## src/rtl/tiny_fifo_wr_arbiter_if.sv

```systemverilog
// Requester beat streams plus the shared FIFO write port, as seen by the arbiter.
// master = arbiter side, slave = requesters/FIFO side.
interface tiny_fifo_wr_arbiter_if #(
    parameter int N  = 4,
    parameter int W  = 8,
    parameter int IW = $clog2(N)
);
    logic [N-1:0]   req_valid;
    logic [N*W-1:0] req_data;
    logic [N-1:0]   req_last;
    logic [N-1:0]   req_ready;
    logic           fifo_wr_en;
    logic [W-1:0]   fifo_wr_data;
    logic [IW-1:0]  fifo_wr_id;
    logic           fifo_wr_last;
    logic           fifo_wr_full;
    logic [N-1:0]   grant;
    logic           err_overlong;

    modport master (
        input  req_valid, req_data, req_last, fifo_wr_full,
        output req_ready, fifo_wr_en, fifo_wr_data, fifo_wr_id, fifo_wr_last,
               grant, err_overlong
    );

    modport slave (
        output req_valid, req_data, req_last, fifo_wr_full,
        input  req_ready, fifo_wr_en, fifo_wr_data, fifo_wr_id, fifo_wr_last,
               grant, err_overlong
    );
endinterface

```

## src/rtl/tiny_fifo_wr_arbiter.sv

```systemverilog
// Round-robin packet-locked arbiter onto one FIFO write port; beats pass through with zero latency after a 1-cycle arbitration bubble.
// Backpressure: fifo_wr_full deasserts the owner's ready and holds the grant; non-owners always see ready low.
module tiny_fifo_wr_arbiter #(
    parameter int N         = 4,
    parameter int W         = 8,
    parameter int IW        = $clog2(N),
    parameter int MAX_BEATS = 16
) (
    input  logic                   clk,
    input  logic                   reset,
    tiny_fifo_wr_arbiter_if.master bus
);
    localparam int CW = $clog2(MAX_BEATS + 1);
    localparam logic [CW-1:0] LAST_CNT = CW'(MAX_BEATS - 1);

    typedef enum logic {IDLE, GRANT} state_t;

    state_t        state, state_nx;
    logic [IW-1:0] rr_ptr, rr_nx;
    logic [IW-1:0] owner, owner_nx;
    logic [CW-1:0] beat_cnt, cnt_nx;
    logic          err_q, err_nx;
    logic [IW-1:0] pick;
    logic          found;
    logic          wr_en, wr_last;

    always_ff @(posedge clk or negedge reset) begin
        if (!reset) begin
            state    <= IDLE;
            rr_ptr   <= '0;
            owner    <= '0;
            beat_cnt <= '0;
            err_q    <= 1'b0;
        end else begin
            state    <= state_nx;
            rr_ptr   <= rr_nx;
            owner    <= owner_nx;
            beat_cnt <= cnt_nx;
            err_q    <= err_nx;
        end
    end

    // First valid requester at or above rr_ptr, wrapping.
    always_comb begin
        pick  = '0;
        found = 1'b0;
        for (int k = 0; k < N; k++) begin
            if (!found && bus.req_valid[(int'(rr_ptr) + k) % N]) begin
                pick  = IW'((int'(rr_ptr) + k) % N);
                found = 1'b1;
            end
        end
    end

    // Every output is gated by GRANT so reset clears them without a clock edge.
    always_comb begin
        bus.grant        = '0;
        bus.req_ready    = '0;
        bus.fifo_wr_data = '0;
        bus.fifo_wr_id   = '0;
        wr_en            = 1'b0;
        wr_last          = 1'b0;
        if (state == GRANT) begin
            bus.grant[owner]     = 1'b1;
            bus.req_ready[owner] = ~bus.fifo_wr_full;
            wr_en                = bus.req_valid[owner] & ~bus.fifo_wr_full;
            wr_last              = bus.req_last[owner] | (beat_cnt == LAST_CNT);
            bus.fifo_wr_data     = bus.req_data[int'(owner)*W +: W];
            bus.fifo_wr_id       = owner;
        end
    end

    assign bus.fifo_wr_en   = wr_en;
    assign bus.fifo_wr_last = wr_last;
    assign bus.err_overlong = err_q;

    always_comb begin
        state_nx = state;
        rr_nx    = rr_ptr;
        owner_nx = owner;
        cnt_nx   = beat_cnt;
        err_nx   = 1'b0;
        case (state)
            IDLE: begin
                if (found) begin
                    owner_nx = pick;
                    cnt_nx   = '0;
                    state_nx = GRANT;
                end
            end
            GRANT: begin
                if (wr_en) begin
                    if (wr_last) begin
                        state_nx = IDLE;
                        rr_nx    = (owner == IW'(N - 1)) ? '0 : owner + IW'(1);
                        cnt_nx   = '0;
                        // Forced last without the requester's own marker: packet was cut.
                        err_nx   = ~bus.req_last[owner];
                    end else begin
                        cnt_nx = beat_cnt + CW'(1);
                    end
                end
            end
            default: state_nx = IDLE;
        endcase
    end
endmodule

```

## src/flat_wrapper.sv

```systemverilog
// flat-port wrapper written by rule: the top's interface ports become plain ports
module tiny_fifo_wr_arbiter_flat 
#(
    parameter int N         = 4,
    parameter int W         = 8,
    parameter int IW        = $clog2(N),
    parameter int MAX_BEATS = 16
)
  (clk, reset, bus_req_valid, bus_req_data, bus_req_last, bus_fifo_wr_full, bus_req_ready, bus_fifo_wr_en, bus_fifo_wr_data, bus_fifo_wr_id, bus_fifo_wr_last, bus_grant, bus_err_overlong);
  tiny_fifo_wr_arbiter_if #(.N(N), .W(W), .IW(IW)) bus_i ();
  input  logic clk;
  input  logic reset;
  input wire logic [$bits(bus_i.req_valid)-1:0] bus_req_valid;
  input wire logic [$bits(bus_i.req_data)-1:0] bus_req_data;
  input wire logic [$bits(bus_i.req_last)-1:0] bus_req_last;
  input wire logic [$bits(bus_i.fifo_wr_full)-1:0] bus_fifo_wr_full;
  output wire logic [$bits(bus_i.req_ready)-1:0] bus_req_ready;
  output wire logic [$bits(bus_i.fifo_wr_en)-1:0] bus_fifo_wr_en;
  output wire logic [$bits(bus_i.fifo_wr_data)-1:0] bus_fifo_wr_data;
  output wire logic [$bits(bus_i.fifo_wr_id)-1:0] bus_fifo_wr_id;
  output wire logic [$bits(bus_i.fifo_wr_last)-1:0] bus_fifo_wr_last;
  output wire logic [$bits(bus_i.grant)-1:0] bus_grant;
  output wire logic [$bits(bus_i.err_overlong)-1:0] bus_err_overlong;
  assign bus_i.req_valid = bus_req_valid;
  assign bus_i.req_data = bus_req_data;
  assign bus_i.req_last = bus_req_last;
  assign bus_i.fifo_wr_full = bus_fifo_wr_full;
  assign bus_req_ready = bus_i.req_ready;
  assign bus_fifo_wr_en = bus_i.fifo_wr_en;
  assign bus_fifo_wr_data = bus_i.fifo_wr_data;
  assign bus_fifo_wr_id = bus_i.fifo_wr_id;
  assign bus_fifo_wr_last = bus_i.fifo_wr_last;
  assign bus_grant = bus_i.grant;
  assign bus_err_overlong = bus_i.err_overlong;
  tiny_fifo_wr_arbiter #(.N(N), .W(W), .IW(IW), .MAX_BEATS(MAX_BEATS)) u_core (.clk(clk), .reset(reset), .bus(bus_i));
endmodule
```

## config.mk

```make
export PLATFORM = sky130hd
export DESIGN_NAME = tiny_fifo_wr_arbiter_flat
export DESIGN_NICKNAME = d
export VERILOG_FILES = /design/src/rtl/tiny_fifo_wr_arbiter_if.sv /design/src/rtl/tiny_fifo_wr_arbiter.sv /design/src/flat_wrapper.sv
export SDC_FILE = /design/constraint.sdc
export NUM_CORES = 1
export LEC_CHECK = 0
export BUFFER_PORTS_ARGS = -buffer_cell sky130_fd_sc_hd__buf_2
export CAP_MARGIN = 30
export CORE_ASPECT_RATIO = 1.1
export CORE_UTILIZATION = 44
export DETAILED_ROUTE_END_ITERATION = 8
export PLACE_DENSITY = 0.8
export SLEW_MARGIN = 0
export SYNTH_ARGS = -nofsm -noshare
export SYNTH_HDL_FRONTEND = slang
export SYNTH_SLANG_ARGS = --single-unit
export TNS_END_PERCENT = 1
```

## constraint.sdc

```tcl
create_clock -name clk -period 5.3 [get_ports clk]
set_clock_uncertainty 0.1 [all_clocks]
set_input_delay 1.59 -clock clk [delete_from_list [all_inputs] [get_ports clk]]
set_output_delay 1.59 -clock clk [all_outputs]
set_load 0.02 [all_outputs]
```

==> results of run 1 <==
==> cells in the final DEF (no fill, tap or decap), types with 2 or more instances in the layout <==
cell	netlist	routed
buf_2	2	63
and2_1	18	18
dfrtp_1	11	11
mux4_2	8	8
inv_1	8	8
nand2_1	8	8
ha_1	6	6
nor2_1	4	4
a21oi_1	4	4
nand3_1	4	4
nor2b_1	3	3
o21ai_0	3	3
clkbuf_4	0	3
mux2i_4	2	2
o21a_1	2	2
mux2_1	2	2
nand2b_1	2	2
o221ai_1	2	2
==> through the flow <==
step                total power [W]  setup WS [ns]
CTS                       0.0007073          1.129
floorplan                 0.0005331          1.360
global route              0.0007640          1.120
detailed placement        0.0006518          1.129
finish                    0.0006984          1.138
global placement          0.0006376          1.159
==> worst paths after layout <==
path | endpoint | slack (ns) | cells after the start
max | bus_fifo_wr_data[7] | 1.14 | 4
min | u_core.beat_cnt[0]$_DFFE_PN0P_ | 0.42 | 1
max reg2reg | u_core.rr_ptr[0]$_DFFE_PN0P_ | 3.03 | 5
min reg2reg | u_core.beat_cnt[0]$_DFFE_PN0P_ | 0.42 | 1
max in group asynchronous | u_core.owner[0]$_DFFE_PN0P_ | 3.83 | 1
min in group asynchronous | u_core.beat_cnt[2]$_DFFE_PN0P_ | 1.07 | 1
==> area by class of cell <==
class | count | share of cell area (%)
Clock buffer | 4 | 1.796
Inverter | 9 | 2.310
Multi-Input combinational cell | 86 | 52.95
Sequential cell | 11 | 18.82
Tap cell | 30 | 2.566
Timing Repair Buffer | 63 | 21.56
==> sequential cells by signal, summed over array words and instances (netlist names) <==
register,cells
u_core.state,1
u_core.beat_cnt,5
u_core.bus.err_overlong,1
u_core.owner,2
u_core.rr_ptr,2
==> routing by layer <==
metal	vias to the layer above	routed length, um
met3	2	256
li1	522	-
met5	-	0
met2	52	1369
met1	487	976
met4	0	10
==> power breakdown <==
| group | internal, W | switching [W] |
|---|---|---|
| logic | 0.000222 | 0.000230 |
| clock network | 0.0000291 | 0.0000263 |
| registers | 0.000114 | 0.0000760 |
==> cells by family after synthesis <==
group / share of synthesized area (%)
AND/OR/NAND/NOR: 25.28
AO/OA/AOI/OAI: 11.69
adder cells (fa/ha/maj): 6.681
buffers and inverters: 6.570
flip-flops: 24.50
multiplexers: 25.28
==> flow_summary.json, run 1 <==
{
  "place_inst": 199,
  "gp_congestion": 0.7452,
  "tightest_slew_ns": 0.8393,
  "clkSinkCount": 11,
  "arrival_ns": 2.47,
  "critPathSlowestCell": "mux4_2",
  "core_area_mm2": 0.002320,
  "cp_max_fo": 1,
  "finalCritPeriodShare_pct": 78.53,
  "power_leakage_nw": 0.7318,
  "crit_top_cell": "buf_2",
  "worstSetupPathType": "input port to output port",
  "antenna_found_initial": 0,
  "min_from": "u_core.beat_cnt[0]$_DFFE_PN0P_",
  "start_util_pct": 48.44,
  "startpoint_type": "input port",
  "root_buffer": "clkbuf_4",
  "synth_edf_count": 0,
  "dr.pass1.iters": 4,
  "synth_commonest_cells": "and2_1 (18), dfrtp_1 (11), inv_1 (8), mux4_2 (8), nand2_1 (8)",
  "yosysWarnings": 0,
  "final_core_util_pct": 63.05,
  "first_iter_violations": 9,
  "path_delay_family": "multiplexers",
  "grt_pass1_vias": 989,
  "tns_ns": 0,
  "cpPeakStageDelay_ns": 0.45,
  "grt_use_met1_pct": 21.94,
  "critical_path_required_ns": 3.61,
  "relSlewSlack_pct": 44.04,
  "crit_chain": "buf_2, mux4_2, and2_1, buf_2",
  "vias_per_cell": 5.236,
  "syn_area_mm2": 0.001124,
  "p_per_area_mw_per_mm2": 477.5,
  "stdcell_count": 203,
  "row_count": 18,
  "syn-instance-count": 112,
  "synth.distinct_cells": 38,
  "busiest_layer": "met2",
  "wl_mm": 2.611,
  "fillers": 195,
  "yosysMostFrequentCell": "and2_1",
  "r2r-start": "u_core.owner[0]$_DFFE_PN0P_",
  "ys_seq_area_share_pct": 24.50,
  "die-area_mm2": 0.002760,
  "ctsResizeCount": 0,
  "final.hold.worst_slack_ns": 0.4249,
  "clk-insertion-delay-late_ns": 0.26,
  "regArea_um2": 275.3,
  "startpoint": "bus_req_data[31]",
  "ir_drop_mv": 0.2867,
  "track_usage_pct": 20.34,
  "holdBufCountCts": 0,
  "rsz0062_at_grt": "false",
  "hold_viol": 0,
  "multi_input_area_um2": 774.5,
  "ys_seq_elements": 11,
  "status": "finished clean",
  "cts_tree": "yes",
  "synth_top_area_share_pct": 24.50,
  "htreeDepth": 1,
  "syn_to_final_growth_pct": 30.18,
  "grt_max_degree": 23,
  "nets": 223,
  "vias": 1063,
  "post_cts_buffers": 0,
  "synth_largest_area_cell": "dfrtp_1",
  "clk_pin_slew_ns": 0.07,
  "diodes": 0,
  "synth_fp_nets": 161,
  "port_buffers": 63,
  "design_area_mm2": 0.001463,
  "grt-ovfl-total": 0,
  "cap_violations": 0,
  "io_pins": 64,
  "setup_viol": 0,
  "async_flop_share_pct": 100.0,
  "dp_hpwl_mm": 2.239,
  "synthTopCellsByArea": "dfrtp_1 (24%), mux4_2 (16%), and2_1 (10%), ha_1 (6.7%), mux2i_4 (4.0%)",
  "worstHoldPathType": "register to register",
  "use_met3_pct": 6.831,
  "cts_max_path_buffers": 2,
  "cp-end-kind": "output port",
  "drv_slew": 0,
  "die-width_um": 50.18,
  "drive_gt1_share_pct": 48.55,
  "grt.met2_usage_pct": 40.22,
  "wl_per_cell_um": 12.86,
  "drc_errors": 0,
  "syn_area_per_cell_um2": 10.03,
  "cts_buffers": 3,
  "antenna_left": 0,
  "grt_pass1_wl_mm": 4.236,
  "finalCriticalPeriod_ns": 4.162,
  "dieHeight_um": 55,
  "synthFlopType": "dfrtp_1",
  "critPathBufInv": 2,
  "placed_area_mm2": 0.001436,
  "max_freq_mhz": 240.3
}
No activity file was read; power rests on OpenSTA's default activity.
==> inputs of run 2 (changes only) <==
CORE_UTILIZATION = 40   (was 44)
PLACE_DENSITY = 0.77   (was 0.8)
clock period = 3.8 ns   (was 5.3 ns; I/O delays follow)
==> run 2 against run 1 <==
Critical path depth stayed put. Clock-buffer cell count fell by 1. Cell area increased by 0.68%. First-iteration DRC count up 33%. Register-to-register slack got worse by 1.3 ns. Worst hold slack improved by 0.0015 ns. Clock power increased by 51%. Cell count grew 0.99%. Largest cell class unchanged. Highest routed layer unchanged.
==> flow_summary.json, run 2 (synthesis gave the netlist of run 1 again) <==
{
  "drive_gt1_share_pct": 49.43,
  "r2r_end": "u_core.beat_cnt[4]$_DFFE_PN0P_",
  "ir_drop_mv": 0.4511,
  "grt_pass1_vias": 1075,
  "holdBufCountCts": 0,
  "critical_path_required_ns": 2.56,
  "final_core_util_pct": 56.83,
  "relSlewSlack_pct": 48.92,
  "cts_max_path_buffers": 2,
  "track_usage_pct": 18.45,
  "cp-end-kind": "output port",
  "syn_to_final_growth_pct": 31.07,
  "core_area_mm2": 0.002591,
  "antenna_left": 0,
  "hold_viol": 0,
  "vias": 1088,
  "dr.pass1.iters": 4,
  "fillers": 236,
  "grt-ovfl-total": 0,
  "finalCritPeriodShare_pct": 85.98,
  "r2r-start": "u_core.owner[1]$_DFFE_PN0P_",
  "vias_per_cell": 5.307,
  "wl_per_cell_um": 13.46,
  "drv_slew": 0,
  "dieHeight_um": 57.59,
  "diodes": 0,
  "port_buffers": 63,
  "cts_tree": "yes",
  "ctsResizeCount": 0,
  "r2r_setup_slack_ns": 1.68,
  "dp_hpwl_mm": 2.287,
  "tightest_slew_ns": 0.7663,
  "clk-insertion-delay-late_ns": 0.28,
  "crit_path_end": "bus_fifo_wr_data[4]",
  "rsz0062_at_grt": "false",
  "top_regs": "u_core.beat_cnt (5), u_core.owner (2), u_core.rr_ptr (2)",
  "layout_commonest_cell": "buf_2",
  "startpoint": "u_core.owner[0]$_DFFE_PN0P_",
  "die-area_mm2": 0.003025,
  "clk_pin_slew_ns": 0.08,
  "htreeDepth": 1,
  "start_util_pct": 43.36,
  "startpoint_type": "register",
  "largest-register": "u_core.beat_cnt",
  "post_cts_buffers": 0,
  "row_count": 19,
  "worstHoldPathType": "register to register",
  "min_from": "u_core.beat_cnt[4]$_DFFE_PN0P_",
  "io_pins": 64,
  "worstSetupPathType": "register to output port",
  "max_freq_mhz": 306.1,
  "first_iter_violations": 12,
  "grt_pass1_wl_mm": 4.243,
  "cap_violations": 0,
  "setup_viol": 0,
  "cp_max_fo": 11,
  "final_cell_mix": "buf_2 (63), and2_1 (18), dfrtp_1 (11)",
  "drc_errors": 0,
  "root_buffer": "clkbuf_4",
  "status": "finished clean",
  "antenna_found_initial": 0,
  "power_leakage_nw": 0.7396,
  "tns_ns": 0,
  "wl_mm": 2.760,
  "largest_reg_flops": 5,
  "finalCriticalPeriod_ns": 3.267,
  "reg2regPathDepth": 4,
  "clkSinkCount": 11,
  "p_per_area_mw_per_mm2": 677.2,
  "cts_buffers": 3,
  "gp_congestion": 0.8310,
  "nets": 224,
  "arrival_ns": 2.03,
  "grt_max_degree": 23,
  "die-width_um": 52.54
}
==> run 2: cell count changes in the layout (fill, tap and decap cells not counted), sizes merged <==
| cell | before | now |
|---|---|---|
| buf | 63 | 64 |
| clkbuf | 4 | 3 |
| clkinv | 0 | 1 |
==> run 2: worst min-delay path by stage <==
stage | to | slack [ns] | cells past startpoint
after floorplan | u_core.beat_cnt[0]$_DFFE_PN0P_ | 0.39 | 1
after global placement | u_core.rr_ptr[0]$_DFFE_PN0P_ | 0.41 | 1
after detailed placement | u_core.rr_ptr[0]$_DFFE_PN0P_ | 0.41 | 1
after CTS | u_core.rr_ptr[0]$_DFFE_PN0P_ | 0.43 | 1
after global routing | u_core.beat_cnt[4]$_DFFE_PN0P_ | 0.45 | 2
final | u_core.beat_cnt[4]$_DFFE_PN0P_ | 0.43 | 2
==> run 2: critical path, cell delays in order (launching register included) <==
cell	delay, ns
dfrtp_1	0.62
buf_4	0.28
mux4_2	0.52
and2_1	0.16
buf_2	0.15
==> run 2: stage by stage <==
step,hold slack [ns],cells,setup WS [ns],cell area [um2],total power (W)
floorplan,0.3865,112,0.7603,1124,0.0007435
global placement,0.4088,201,0.5663,1445,0.0008975
detailed placement,0.4143,201,0.5441,1445,0.0009213
CTS,0.4320,205,0.5168,1473,0.001005
global route,0.4502,205,0.4397,1473,0.001079
finish,0.4264,205,0.5326,1473,0.0009972
==> run 2: power breakdown <==
group | internal, W | leakage (nW) | switching (W)
combinational | 0.000317 | 0.583 | 0.000344
clock | 0.0000391 | 0.0177 | 0.0000445
sequential | 0.000160 | 0.138 | 0.0000931
total | 0.000516 | 0.740 | 0.000482
==> run 2: final cells by class <==
type,instances,area (um2),area share (%)
multi-input cells,86,774.5,52.59
flip-flops and latches,11,275.3,18.69
inverters,9,33.78,2.294
well taps,31,38.79,2.634
repair buffers,64,322.8,21.92
clock buffers,3,22.52,1.529
clock inverters,1,5.005,0.3398
==> run 2: metal layers <==
metal,wire length (um),global-route usage [%],vias to the layer above
li1,-,-,530
met1,1065,19.50,499
met2,1398,35.80,57
met3,268,3.200,2
met4,27,5.263,0
met5,0,0,-
==> inputs of run 3 (changes only) <==
BUFFER_PORTS_ARGS = not set   (was -buffer_cell sky130_fd_sc_hd__buf_2)
CORE_UTILIZATION = 44   (was 40)
DONT_BUFFER_PORTS = 1   (was not set)
PLACE_DENSITY = not set   (was 0.77)
==> run 3 against run 2 <==
Sequential power fell by 6%. Clock power fell by 7.9%. Non-clock buffer count fell by 62. Clock-buffer cell count did not move. Wire length fell by 18%. Combinational power fell by 15%. First-iteration DRC count fell by 25%. Total power fell by 12%. Largest cell class unchanged. Highest routed layer unchanged.
==> flow_summary.json, run 3 (synthesis gave the netlist of run 1 again) <==
{
  "cap_violations": 0,
  "rsz0062_at_grt": "false",
  "finalCriticalPeriod_ns": 3.165,
  "p_per_area_mw_per_mm2": 753.3,
  "setup_viol": 0,
  "tns_ns": 0,
  "relSlewSlack_pct": 66.49,
  "vias": 844,
  "switching_share_pct": 49.83,
  "io_pins": 64,
  "syn_to_final_growth_pct": 3.564,
  "grt_pass1_vias": 813,
  "clkSinkCount": 11,
  "arrival_ns": 1.93,
  "max_freq_mhz": 315.9,
  "largest_reg_flops": 5,
  "r2r_setup_slack_ns": 1.52,
  "startpoint": "u_core.owner[0]$_DFFE_PN0P_",
  "gp_congestion": 0.7311,
  "r2r_end": "u_core.rr_ptr[0]$_DFFE_PN0P_",
  "vias_per_cell": 5.944,
  "start_util_pct": 48.44,
  "design_area_mm2": 0.001164,
  "combinationalPowerShare_pct": 64.0,
  "drc_errors": 0,
  "drv_slew": 0,
  "worstSetupPathType": "register to output port",
  "p_int_w": 0.0004398,
  "layout_commonest_cell": "and2_1",
  "grt-ovfl-total": 0,
  "cts_buffers": 3,
  "grt_pass1_wl_mm": 3.284,
  "row_count": 18,
  "whs_path_depth": 2,
  "dp_hpwl_mm": 1.892,
  "wl_mm": 2.276,
  "die-width_um": 50.18,
  "nets": 162,
  "wl_per_cell_um": 16.03,
  "status": "finished clean",
  "p_switching_w": 0.0004368,
  "cp_max_fo": 12,
  "antenna_left": 0,
  "cts_tree": "yes",
  "clk-insertion-delay-late_ns": 0.26,
  "min_from": "u_core.beat_cnt[4]$_DFFE_PN0P_",
  "post_cts_buffers": 0,
  "cts_max_path_buffers": 2,
  "power_leakage_nw": 0.4821,
  "port_buffers": 0,
  "track_usage_pct": 15.92,
  "critical_path_required_ns": 2.56,
  "whs_endpoint": "u_core.beat_cnt[4]$_DFFE_PN0P_",
  "top_regs": "u_core.beat_cnt (5), u_core.owner (2), u_core.rr_ptr (2)",
  "htreeDepth": 1,
  "final_cell_mix": "and2_1 (18), dfrtp_1 (11), mux4_2 (8), inv_1 (8), nand2_1 (8)",
  "clk_pin_slew_ns": 0.08,
  "root_buffer": "clkbuf_4",
  "r2r-start": "u_core.owner[0]$_DFFE_PN0P_",
  "drive_gt1_share_pct": 21.43,
  "reg2regPathDepth": 6,
  "startpoint_type": "register",
  "grt_max_degree": 23,
  "core_area_mm2": 0.002320,
  "seq_power_share_pct": 27.2,
  "placed_area_mm2": 0.001136,
  "p_clk_share_pct": 8.8,
  "hold_viol": 0,
  "ctsResizeCount": 0,
  "holdBufCountCts": 0,
  "finalCritPeriodShare_pct": 83.29,
  "dieHeight_um": 55,
  "diodes": 0,
  "cp-end-kind": "output port",
  "fillers": 231,
  "largest-register": "u_core.beat_cnt",
  "die-area_mm2": 0.002760,
  "dr.pass1.iters": 4,
  "first_iter_violations": 9,
  "tightest_slew_ns": 0.5027,
  "antenna_found_initial": 0,
  "worstHoldPathType": "register to register",
  "ir_drop_mv": 0.3306
}
-- run 3: changes by cell type in the layout (fill, tap and decap cells not counted), sizes merged --
cell  delta
buf     -62
-- run 3: layer usage --
| layer | vias to the layer above | part of all wire, % | GRT usage (%) |
|---|---|---|---|
| li1 | 401 | - | - |
| met1 | 394 | 39 | 16.07 |
| met2 | 47 | 52 | 33.33 |
| met3 | 2 | 8.3 | 3.825 |
| met4 | 0 | 0.66 | 2.857 |
| met5 | - | 0 | 0 |
-- run 3: cell type report --
class | count | area (um2) | share of cell area [%]
Inverter | 9 | 33.78 | 2.903
Clock buffer | 3 | 22.52 | 1.935
Multi-Input combinational cell | 86 | 774.5 | 66.56
Timing Repair Buffer | 2 | 15.01 | 1.290
Clock inverter | 1 | 5.005 | 0.4301
Tap cell | 30 | 37.54 | 3.226
Sequential cell | 11 | 275.3 | 23.66
-- run 3: power groups by stage --
stage,Sequential [W],Clock (W),Combinational (W)
floorplan,0.000196,0,0.000547
global placement,0.000239,0,0.000558
detailed placement,0.000242,0,0.000567
CTS,0.000240,0.0000807,0.000568
global route,0.000249,0.0000868,0.000608
finish,0.000238,0.0000771,0.000561
-- run 3: worst max-delay path, stage by stage, from the launching register on --
cell	delay (ns)
dfrtp_1	0.64
buf_4	0.28
mux4_2	0.50
and2_1	0.24
-- run 3: worst max-delay path by stage --
stage                                     end  slack (ns)  cells after the start
final                     bus_fifo_wr_data[4]        0.63                      3
after floorplan           bus_fifo_wr_data[0]        0.76                      2
after detailed placement  bus_fifo_wr_data[3]        0.73                      2
after global routing      bus_fifo_wr_data[4]        0.49                      3
after global placement    bus_fifo_wr_data[0]        0.74                      2
after CTS                 bus_fifo_wr_data[4]        0.60                      3
-- run 3: through the flow --
stage / setup slack [ns] / hold slack [ns] / cells / total power (W) / utilization [%]
2_1_floorplan: 0.7603 / 0.3865 / 112 / 0.0007435 / -
6_report: 0.6349 / 0.4263 / 142 / 0.0008766 / 50.16
3_5_place_dp: 0.7263 / 0.4174 / 138 / 0.0008092 / 48.98
3_3_place_gp: 0.7425 / 0.4080 / 138 / 0.0007969 / 48.98
4_1_cts: 0.5980 / 0.4350 / 142 / 0.0008883 / 50.16
5_1_grt: 0.4943 / 0.4351 / 142 / 0.0009435 / 50.16
